[config.mk]
export PLATFORM = sky130hd
export DESIGN_NAME = spi_apb_bridge
export DESIGN_NICKNAME = d
export VERILOG_FILES = /design/src/rtl/spi_apb_bridge.sv
export SDC_FILE = /design/constraint.sdc
export NUM_CORES = 1
export LEC_CHECK = 0
export CAP_MARGIN = 20
export CELL_PAD_IN_SITES_DETAIL_PLACEMENT = 0
export CELL_PAD_IN_SITES_GLOBAL_PLACEMENT = 1
export CORE_MARGIN = 3
export CORE_UTILIZATION = 30
export DETAILED_ROUTE_END_ITERATION = 10
export GPL_TIMING_DRIVEN = 0
export PLACE_DENSITY = 0.71
export SLEW_MARGIN = 5
export SYNTH_ARGS = -nofsm -noshare
export SYNTH_HDL_FRONTEND = slang
export SYNTH_SLANG_ARGS = --single-unit
export TNS_END_PERCENT = 100
[constraint.sdc]
create_clock -name clk -period 2.9 [get_ports clk]
set_clock_uncertainty 0.2 [all_clocks]
set_input_delay 0.58 -clock clk [delete_from_list [all_inputs] [get_ports clk]]
set_output_delay 0.58 -clock clk [all_outputs]
set_load 0.02 [all_outputs]
[src/rtl/spi_apb_bridge.sv]
// spi_apb_bridge
// Turns address/data requests from the SPI slave front end into APB3 accesses.
// It issues one APB access per request and returns read data to the front end.
// A one-deep holding register keeps a request that arrives while an access is
// still running.
//
// Optional feature macro: ACCESS_TIMEOUT_EN. When it is defined, an ACCESS
// phase that waits too long is aborted after TIMEOUT_CYCLES cycles.
//
// Ports:
//   clk, rst_n           clock and asynchronous active-low reset
//   req_i, wr_i          request strobe and direction (1 = read)
//   addr_i, wdata_i      request address and write data
//   busy_o               access in flight or holding register full
//   rdata_o, rvalid_o    read data and its one-cycle valid pulse
//   err_o, ovf_o         slave-error/timeout pulse and dropped-request pulse
//   psel_o, penable_o, pwrite_o, paddr_o, pwdata_o   APB master outputs
//   prdata_i, pready_i, pslverr_i                    APB slave responses
module spi_apb_bridge #(
    parameter int unsigned TIMEOUT_CYCLES = 255,
    parameter logic [31:0] RD_ERR_DATA    = 32'hDEAD_BEEF
) (
    input  logic        clk,
    input  logic        rst_n,
    input  logic        req_i,
    input  logic        wr_i,
    input  logic [31:0] addr_i,
    input  logic [31:0] wdata_i,
    output logic        busy_o,
    output logic [31:0] rdata_o,
    output logic        rvalid_o,
    output logic        err_o,
    output logic        ovf_o,
    output logic        psel_o,
    output logic        penable_o,
    output logic        pwrite_o,
    output logic [31:0] paddr_o,
    output logic [31:0] pwdata_o,
    input  logic [31:0] prdata_i,
    input  logic        pready_i,
    input  logic        pslverr_i
);

    typedef enum logic [1:0] {ST_IDLE, ST_SETUP, ST_ACCESS} state_t;

    state_t      state_q, state_d;
    logic [31:0] paddr_q, paddr_d;
    logic [31:0] pwdata_q, pwdata_d;
    logic        pwrite_q, pwrite_d;
    logic        hold_valid_q, hold_valid_d;
    logic [31:0] hold_addr_q, hold_addr_d;
    logic [31:0] hold_wdata_q, hold_wdata_d;
    logic        hold_wr_q, hold_wr_d;
    logic [31:0] rdata_q, rdata_d;
    logic        rvalid_q, rvalid_d;
    logic        err_q, err_d;
    logic        ovf_q, ovf_d;
    logic        busy_q, busy_d;
    logic        timeout_w;
    logic        done_w;

`ifdef ACCESS_TIMEOUT_EN
    localparam logic [7:0] TO_LAST = 8'(TIMEOUT_CYCLES - 1);
    logic [7:0] tcnt_q, tcnt_d;

    // The count equals the number of ACCESS cycles already spent waiting, so
    // the abort fires in the TIMEOUT_CYCLES-th ACCESS cycle.
    assign timeout_w = (state_q == ST_ACCESS) && !pready_i && (tcnt_q == TO_LAST);

    always_comb begin
        tcnt_d = tcnt_q;
        if (state_q == ST_SETUP) begin
            tcnt_d = 8'd0;
        end else if ((state_q == ST_ACCESS) && !pready_i) begin
            tcnt_d = tcnt_q + 8'd1;
        end
    end

    always_ff @(posedge clk or negedge rst_n) begin
        if (!rst_n) begin
            tcnt_q <= 8'd0;
        end else begin
            tcnt_q <= tcnt_d;
        end
    end
`else
    assign timeout_w = 1'b0;
`endif

    assign done_w = (state_q == ST_ACCESS) && (pready_i || timeout_w);

    always_comb begin
        state_d      = state_q;
        paddr_d      = paddr_q;
        pwdata_d     = pwdata_q;
        pwrite_d     = pwrite_q;
        hold_valid_d = hold_valid_q;
        hold_addr_d  = hold_addr_q;
        hold_wdata_d = hold_wdata_q;
        hold_wr_d    = hold_wr_q;
        rdata_d      = rdata_q;
        rvalid_d     = 1'b0;
        err_d        = 1'b0;
        ovf_d        = 1'b0;

        case (state_q)
            ST_IDLE: begin
                if (req_i) begin
                    state_d  = ST_SETUP;
                    paddr_d  = addr_i & ~32'h3;
                    pwdata_d = wdata_i;
                    pwrite_d = ~wr_i;
                end
            end
            ST_SETUP: begin
                state_d = ST_ACCESS;
                if (req_i) begin
                    if (hold_valid_q) begin
                        ovf_d = 1'b1;
                    end else begin
                        hold_valid_d = 1'b1;
                        hold_addr_d  = addr_i;
                        hold_wdata_d = wdata_i;
                        hold_wr_d    = wr_i;
                    end
                end
            end
            ST_ACCESS: begin
                if (done_w) begin
                    if (!pwrite_q) begin
                        rdata_d  = timeout_w ? RD_ERR_DATA : prdata_i;
                        rvalid_d = 1'b1;
                    end
                    err_d = timeout_w || pslverr_i;
                    if (hold_valid_q) begin
                        // Held request goes out next; a same-cycle request
                        // takes the slot it just vacated.
                        state_d      = ST_SETUP;
                        paddr_d      = hold_addr_q & ~32'h3;
                        pwdata_d     = hold_wdata_q;
                        pwrite_d     = ~hold_wr_q;
                        hold_valid_d = req_i;
                        if (req_i) begin
                            hold_addr_d  = addr_i;
                            hold_wdata_d = wdata_i;
                            hold_wr_d    = wr_i;
                        end
                    end else if (req_i) begin
                        state_d  = ST_SETUP;
                        paddr_d  = addr_i & ~32'h3;
                        pwdata_d = wdata_i;
                        pwrite_d = ~wr_i;
                    end else begin
                        state_d = ST_IDLE;
                    end
                end else if (req_i) begin
                    if (hold_valid_q) begin
                        ovf_d = 1'b1;
                    end else begin
                        hold_valid_d = 1'b1;
                        hold_addr_d  = addr_i;
                        hold_wdata_d = wdata_i;
                        hold_wr_d    = wr_i;
                    end
                end
            end
            default: state_d = ST_IDLE;
        endcase

        busy_d = (state_d != ST_IDLE) || hold_valid_d;
    end

    always_ff @(posedge clk or negedge rst_n) begin
        if (!rst_n) begin
            state_q      <= ST_IDLE;
            paddr_q      <= 32'h0;
            pwdata_q     <= 32'h0;
            pwrite_q     <= 1'b0;
            hold_valid_q <= 1'b0;
            hold_addr_q  <= 32'h0;
            hold_wdata_q <= 32'h0;
            hold_wr_q    <= 1'b0;
            rdata_q      <= 32'h0;
            rvalid_q     <= 1'b0;
            err_q        <= 1'b0;
            ovf_q        <= 1'b0;
            busy_q       <= 1'b0;
        end else begin
            state_q      <= state_d;
            paddr_q      <= paddr_d;
            pwdata_q     <= pwdata_d;
            pwrite_q     <= pwrite_d;
            hold_valid_q <= hold_valid_d;
            hold_addr_q  <= hold_addr_d;
            hold_wdata_q <= hold_wdata_d;
            hold_wr_q    <= hold_wr_d;
            rdata_q      <= rdata_d;
            rvalid_q     <= rvalid_d;
            err_q        <= err_d;
            ovf_q        <= ovf_d;
            busy_q       <= busy_d;
        end
    end

    assign psel_o    = (state_q != ST_IDLE);
    assign penable_o = (state_q == ST_ACCESS);
    assign pwrite_o  = pwrite_q;
    assign paddr_o   = paddr_q;
    assign pwdata_o  = pwdata_q;
    assign rdata_o   = rdata_q;
    assign rvalid_o  = rvalid_q;
    assign err_o     = err_q;
    assign ovf_o     = ovf_q;
    assign busy_o    = busy_q;

endmodule
==> impl_metrics.py, run 1 <==
metrics = {
    "sta": {
        "slew_violations": 0,
        "layout_setup_ws_ns": 0.259,
        "finalCritPeriodShare_pct": 91.1,
        "relSlewSlack_pct": 56.6,
        "min_period_ns": 2.64,
        "finalHoldViolations": 0,
        "rsz0062_at_grt": "no",
        "finalSetupViolations": 0,
        "fmax_ghz": 0.379,
        "max_slew.worst_pin.slew_ns": 0.648,
    },
    "floorplanning": {
        "io_pins": 205,
        "die_w_um": 160,
        "core_mm2": 0.0230,
        "fp.dieH_um": 160,
        "dieArea_mm2": 0.0256,
        "initial_core_util_pct": 30.9,
        "rows": 55,
    },
    "detailed_routing": {
        "vias": 4820,
        "antenna_left": 0,
        "drcViolationCount": 0,
        "first_pass_iters": 4,
        "wl_per_cell_um": 17.0,
        "via_per_inst": 4.49,
        "drt_iter0_drc": 257,
        "wirelength_um": 18300,
    },
    "placement": {
        "gp_congestion": 0.764,
        "place_ws_ns": -0.199,
        "place_hpwl_um": 13200,
        "place_area_mm2": 0.00955,
        "portBuffers": 202,
    },
    "hold_path": {
        "hp-start": "paddr_o[1]$_DFFE_PN0P_",
        "whs_path_depth": 2,
        "hold_class": "register to register",
        "min_to": "paddr_o[1]$_DFFE_PN0P_",
    },
    "worst_setup_path": {
        "r2r-end": "rdata_o[13]$_DFFE_PN0P_",
        "end_kind": "primary output",
        "startpoint_type": "register",
        "required_ns": 2.12,
        "path_class": "register to primary output",
        "rrSetupSlack_ns": 0.32,
        "crit_arrival_ns": 1.86,
        "startpoint": "state_q[0]$_DFF_PN0_",
        "critical_path.cell_chain": "inv_1, ha_1, inv_1, clkdlybuf4s50_1",
        "critPathSlowestCell": "clkdlybuf4s50_1",
        "crit_buf_inv": 3,
        "cp_max_fo": 5,
        "cpMostUsedCell": "inv_1",
        "worstReg2RegStart": "state_q[0]$_DFF_PN0_",
        "ff2ff_path_depth": 7,
        "cp_top_family": "buffers and inverters",
        "max_stage_delay_ns": 0.60,
    },
    "final_layout": {
        "drive_gt1_share_pct": 20.5,
        "final_util_pct": 44.0,
        "diodes": 0,
        "multi_input_area_mm2": 0.00271,
        "nets": 854,
        "fillers": 2130,
        "fin_area_mm2": 0.0101,
        "area_delta_synth_final_pct": 42.4,
        "seqCellArea_mm2": 0.00418,
    },
    "yosys": {
        "synthCells": 525,
        "ys_types": 26,
        "netlist_area_mm2": 0.00711,
        "yosysSeqAreaShare_pct": 58.8,
        "synth-seq-cells": 167,
        "ys_warn_count": 0,
        "syn_avg_cell_area_um2": 13.5,
        "mappedNetlistNets": 631,
    },
    "clocking": {
        "cts_buffer_depth": 2,
        "cts_inserted_buffers": 17,
        "clock_sink_count": 167,
        "cts_tree": "yes",
        "h-tree-depth": 4,
        "clock-root-buffer": "clkbuf_16",
        "path_clk_slew_ns": 0.06,
        "postCtsSetupBuffers": 0,
        "clk_latency_ns": 0.42,
    },
    "global_route": {
        "grt_max_degree": 95,
        "grt_usage_pct": 14.5,
        "grt_overflow": 0,
        "antenna_found_initial": 0,
        "grt_pass1_vias": 5367,
        "grt_pass1_wl_um": 29700,
    },
    "outcome": {
        "outcome": "finished clean",
    },
    "flow_run": {
        "cap_violations": 0,
    },
    "pwr": {
        "p_leak_nw": 4.65,
        "power_density_mw_per_mm2": 1150,
        "ir_drop_mv": 0.422,
    },
}
per-layer routing:
| layer | part of all wire (%) | track usage, % | routed length, um | up-vias |
|---|---|---|---|---|
| li1 | - | - | - | 2259 |
| met1 | 45 | 18.7 | 8220 | 2414 |
| met2 | 49 | 24.0 | 8910 | 124 |
| met3 | 4.5 | 4.05 | 826 | 23 |
| met4 | 1.6 | 4.26 | 296 | 0 |
| met5 | 0 | 0 | 0 | - |
where the power goes:
part | total, W | switching, W | internal [W]
sequential | 0.00412 | 0.000638 | 0.00349
clock | 0.00215 | 0.000963 | 0.00119
combinational | 0.00534 | 0.00252 | 0.00283
total | 0.0116 | 0.00412 | 0.00750
cells by family after synthesis:
group,Yosys count,share of synthesized area (%)
compound gates,72,5.14
xor+xnor,1,0.123
fa+ha+maj,4,0.704
buf+inv,38,3.08
flops,167,58.8
mux,159,27.3
simple gates,84,4.88
synth_stat cells:
master	instances	area, um^2
nor3b_1	1	7.51
nand2_2	1	6.26
o21bai_1	1	7.51
dfrtp_1	167	4180
a21oi_1	69	345
buf_2	19	95.1
o211ai_1	1	7.51
xor2_1	1	8.76
nor3_1	1	5.00
nor2b_1	1	6.26
and3_1	2	12.5
inv_1	6	22.5
ha_1	4	50.1
nor4_1	1	6.26
clkbuf_1	6	22.5
mux2_4	60	901
nand3b_1	1	7.51
buf_6	7	78.8
o21ai_0	1	5.00
mux2i_1	63	631
nand2b_1	2	12.5
nor2_1	70	263
nand3_1	1	5.00
or2b_1	1	7.51
mux2_2	36	405
nand2_1	2	7.51
tightest hold or removal path, delay by kind of cell (launching register included):
kind                   cells  cell delay (ns)
buffers and inverters      1             0.06
AND/OR/NAND/NOR            1             0.04
flip-flops                 1             0.37
cell type report:
type                            count  area share [%]
Sequential cell                   167            41.3
Multi-Input combinational cell    320            26.8
Timing Repair Buffer              204            20.4
Clock buffer                       18            4.24
Tap cell                          313            3.87
Buffer                             32            1.95
Clock inverter                     13            1.24
Inverter                            6           0.223
placed cells by master (no fill, tap or decap), types with 2 or more instances in the layout:
master,instances
a21oi_1,69
and3_1,2
buf_2,19
buf_6,7
clkbuf_1,6
clkbuf_16,17
clkdlybuf4s50_1,201
clkinv_4,3
clkinvlp_4,5
dfrtp_1,167
ha_1,4
inv_1,6
inv_6,3
mux2_2,36
mux2_4,60
mux2i_1,63
nand2_1,2
nand2b_1,2
nor2_1,70
state kept, by name (all words and copies together) (netlist names), 2 cells and up:
register	flops
hold_addr_q	30
hold_wdata_q	32
paddr_o	32
pwdata_o	32
rdata_o	32
state_q	2
repair_timing:
action / CTS / global route
hold buffers: 1 / 0
endpoints found under the setup margin: 0 / 10
hold endpoints to repair: 73 / 0
gates resized for setup: 0 / 2
metrics by stage:
step | total power [W] | cells | setup TNS [ns] | hold WS, ns
after floorplan | 0.00727 | 525 | 0 | 0.0844
after global placement | 0.00941 | 1040 | -922.69 | 0.286
after detailed placement | 0.00956 | 1041 | -5.19 | 0.291
after CTS | 0.0118 | 1073 | 0 | 0.306
after global routing | 0.0123 | 1073 | 0 | 0.321
final | 0.0116 | 1073 | 0 | 0.301
worst max path at each step:
stage / to / slack [ns] / depth (start not counted)
6_report: psel_o / 0.26 / 4
5_1_grt: pwdata_o[20]$_DFFE_PN0P_ / 0.03 / 7
4_1_cts: pwdata_o[28]$_DFFE_PN0P_ / 0.15 / 7
3_5_place_dp: pwdata_o[28]$_DFFE_PN0P_ / -0.20 / 6
3_3_place_gp: rdata_o[25]$_DFFE_PN0P_ / -5.53 / 1
2_1_floorplan: hold_addr_q[10]$_DFFE_PN0P_ / 0.67 / 9
Note: power is estimated with default switching activity, not from simulation.
==> inputs of run 2 (changes only) <==
Settings changed: SETUP_SLACK_MARGIN set to 0.5, TNS_END_PERCENT 100 to not set.
==> impl_metrics.py, run 2 (synthesis gave the netlist of run 1 again) <==
metrics = {
    "outcome": {
        "outcome": "finished clean",
    },
    "floorplanning": {
        "initial_core_util_pct": 30.9,
        "core_mm2": 0.0230,
        "die_w_um": 160,
        "rows": 55,
        "dieArea_mm2": 0.0256,
        "io_pins": 205,
        "fp.dieH_um": 160,
    },
    "clocking": {
        "h-tree-depth": 4,
        "clock-root-buffer": "clkbuf_16",
        "cts_tree": "yes",
        "cts_inserted_buffers": 17,
        "path_clk_slew_ns": 0.06,
        "clk_latency_ns": 0.42,
        "clock_sink_count": 167,
        "cts_buffer_depth": 2,
    },
    "hold_path": {
        "hold_class": "register to register",
        "hp-start": "paddr_o[1]$_DFFE_PN0P_",
    },
    "worst_setup_path": {
        "path_class": "register to primary output",
        "worstReg2RegStart": "state_q[0]$_DFF_PN0_",
        "required_ns": 2.12,
        "startpoint_type": "register",
        "crit_arrival_ns": 1.52,
        "cp_max_fo": 4,
        "end_kind": "primary output",
        "startpoint": "state_q[1]$_DFF_PN0_",
    },
    "sta": {
        "finalSetupViolations": 0,
        "fmax_ghz": 0.434,
        "max_slew.worst_pin.slew_ns": 0.585,
        "finalHoldViolations": 0,
        "min_period_ns": 2.30,
        "holdWs_ns": 0.301,
        "finalCritPeriodShare_pct": 79.4,
        "relSlewSlack_pct": 61.0,
        "slew_violations": 0,
        "final.setup.tns_ns": 0,
        "rsz0062_at_grt": "no",
    },
    "detailed_routing": {
        "antenna_left": 0,
        "drcViolationCount": 0,
        "vias": 4840,
        "via_per_inst": 4.51,
        "wirelength_um": 18300,
        "wl_per_cell_um": 17.0,
        "drt_iter0_drc": 243,
        "first_pass_iters": 4,
    },
    "final_layout": {
        "drive_gt1_share_pct": 21.7,
        "area_delta_synth_final_pct": 43.1,
        "final_util_pct": 44.2,
        "fin_cells": 1074,
        "diodes": 0,
        "layout_common_cells": "199 x clkdlybuf4s50_1, 167 x dfrtp_1, 69 x a21oi_1, 69 x nor2_1, 63 x mux2i_1",
        "nets": 855,
        "final_common_cell": "clkdlybuf4s50_1",
    },
    "global_route": {
        "grt_pass1_wl_um": 29700,
        "grt_overflow": 0,
        "grt_usage_pct": 14.6,
        "grt_pass1_vias": 5380,
        "grt_max_degree": 95,
        "antenna_found_initial": 0,
    },
    "pwr": {
        "ir_drop_mv": 0.427,
        "p_leak_nw": 4.69,
        "power_density_mw_per_mm2": 1150,
    },
    "placement": {
        "placed_cells": 1041,
        "place_hpwl_um": 13200,
        "portBuffers": 202,
        "gp_congestion": 0.764,
    },
    "flow_run": {
        "cap_violations": 0,
    },
}
[run 2: final cells by class]
cell class                      count  area, um^2
Fill cell                        2138       12800
Sequential cell                   167        4180
Multi-Input combinational cell    320        2730
Timing Repair Buffer              205        2070
Clock buffer                       18         429
Tap cell                          313         392
Buffer                             32         223
Clock inverter                     13         125
Inverter                            6        22.5
[run 2: critical path, stage by stage, from the launching register on]
cell and delay (ns):
dfrtp_1 0.40, inv_1 0.11, ha_2 0.22, inv_1 0.06, dlygate4sd2_1 0.31
[run 2: through the flow]
step / worst slack [ns] / area (um^2) / total power [W]
2_1_floorplan: 0.668 / 7110 / 0.00727
5_1_grt: 0.488 / 10200 / 0.0124
3_5_place_dp: -0.199 / 9550 / 0.00956
4_1_cts: 0.544 / 10100 / 0.0118
3_3_place_gp: -5.53 / 9520 / 0.00941
6_report: 0.598 / 10200 / 0.0117
[run 2: final timing paths]
| path | endpoint | slack, ns | cells after the start |
|---|---|---|---|
| worst max register to register | hold_addr_q[25]$_DFFE_PN0P_ | 0.60 | 9 |
| min in group asynchronous | hold_addr_q[24]$_DFFE_PN0P_ | 0.50 | 2 |
| worst min register to register | paddr_o[1]$_DFFE_PN0P_ | 0.30 | 2 |
| max in group asynchronous | pwdata_o[19]$_DFFE_PN0P_ | 1.12 | 3 |
| worst max-delay path | psel_o | 0.60 | 4 |
| worst min-delay path | paddr_o[1]$_DFFE_PN0P_ | 0.30 | 2 |
[run 2: what timing repair did]
action | 4_1_cts | 5_1_grt
endpoints found under the hold margin | 73 | 0
resized for setup | 9 | 12
hold buffers | 1 | 0
buffers inserted | 1 | 0
endpoints found under the setup margin | 134 | 102
pin swaps | 0 | 0
[run 2: routing by layer]
metal	wire, um	track usage [%]	vias to the layer above
li1	-	-	2268
met1	8210	18.8	2424
met2	8960	24.1	125
met3	820	4.05	23
met4	296	4.26	0
met5	0	0	-
[run 2: where the power goes]
part | switching [W] | total (W) | internal, W
clock | 0.000967 | 0.00215 | 0.00119
sequential | 0.000637 | 0.00412 | 0.00349
combinational | 0.00254 | 0.00540 | 0.00286
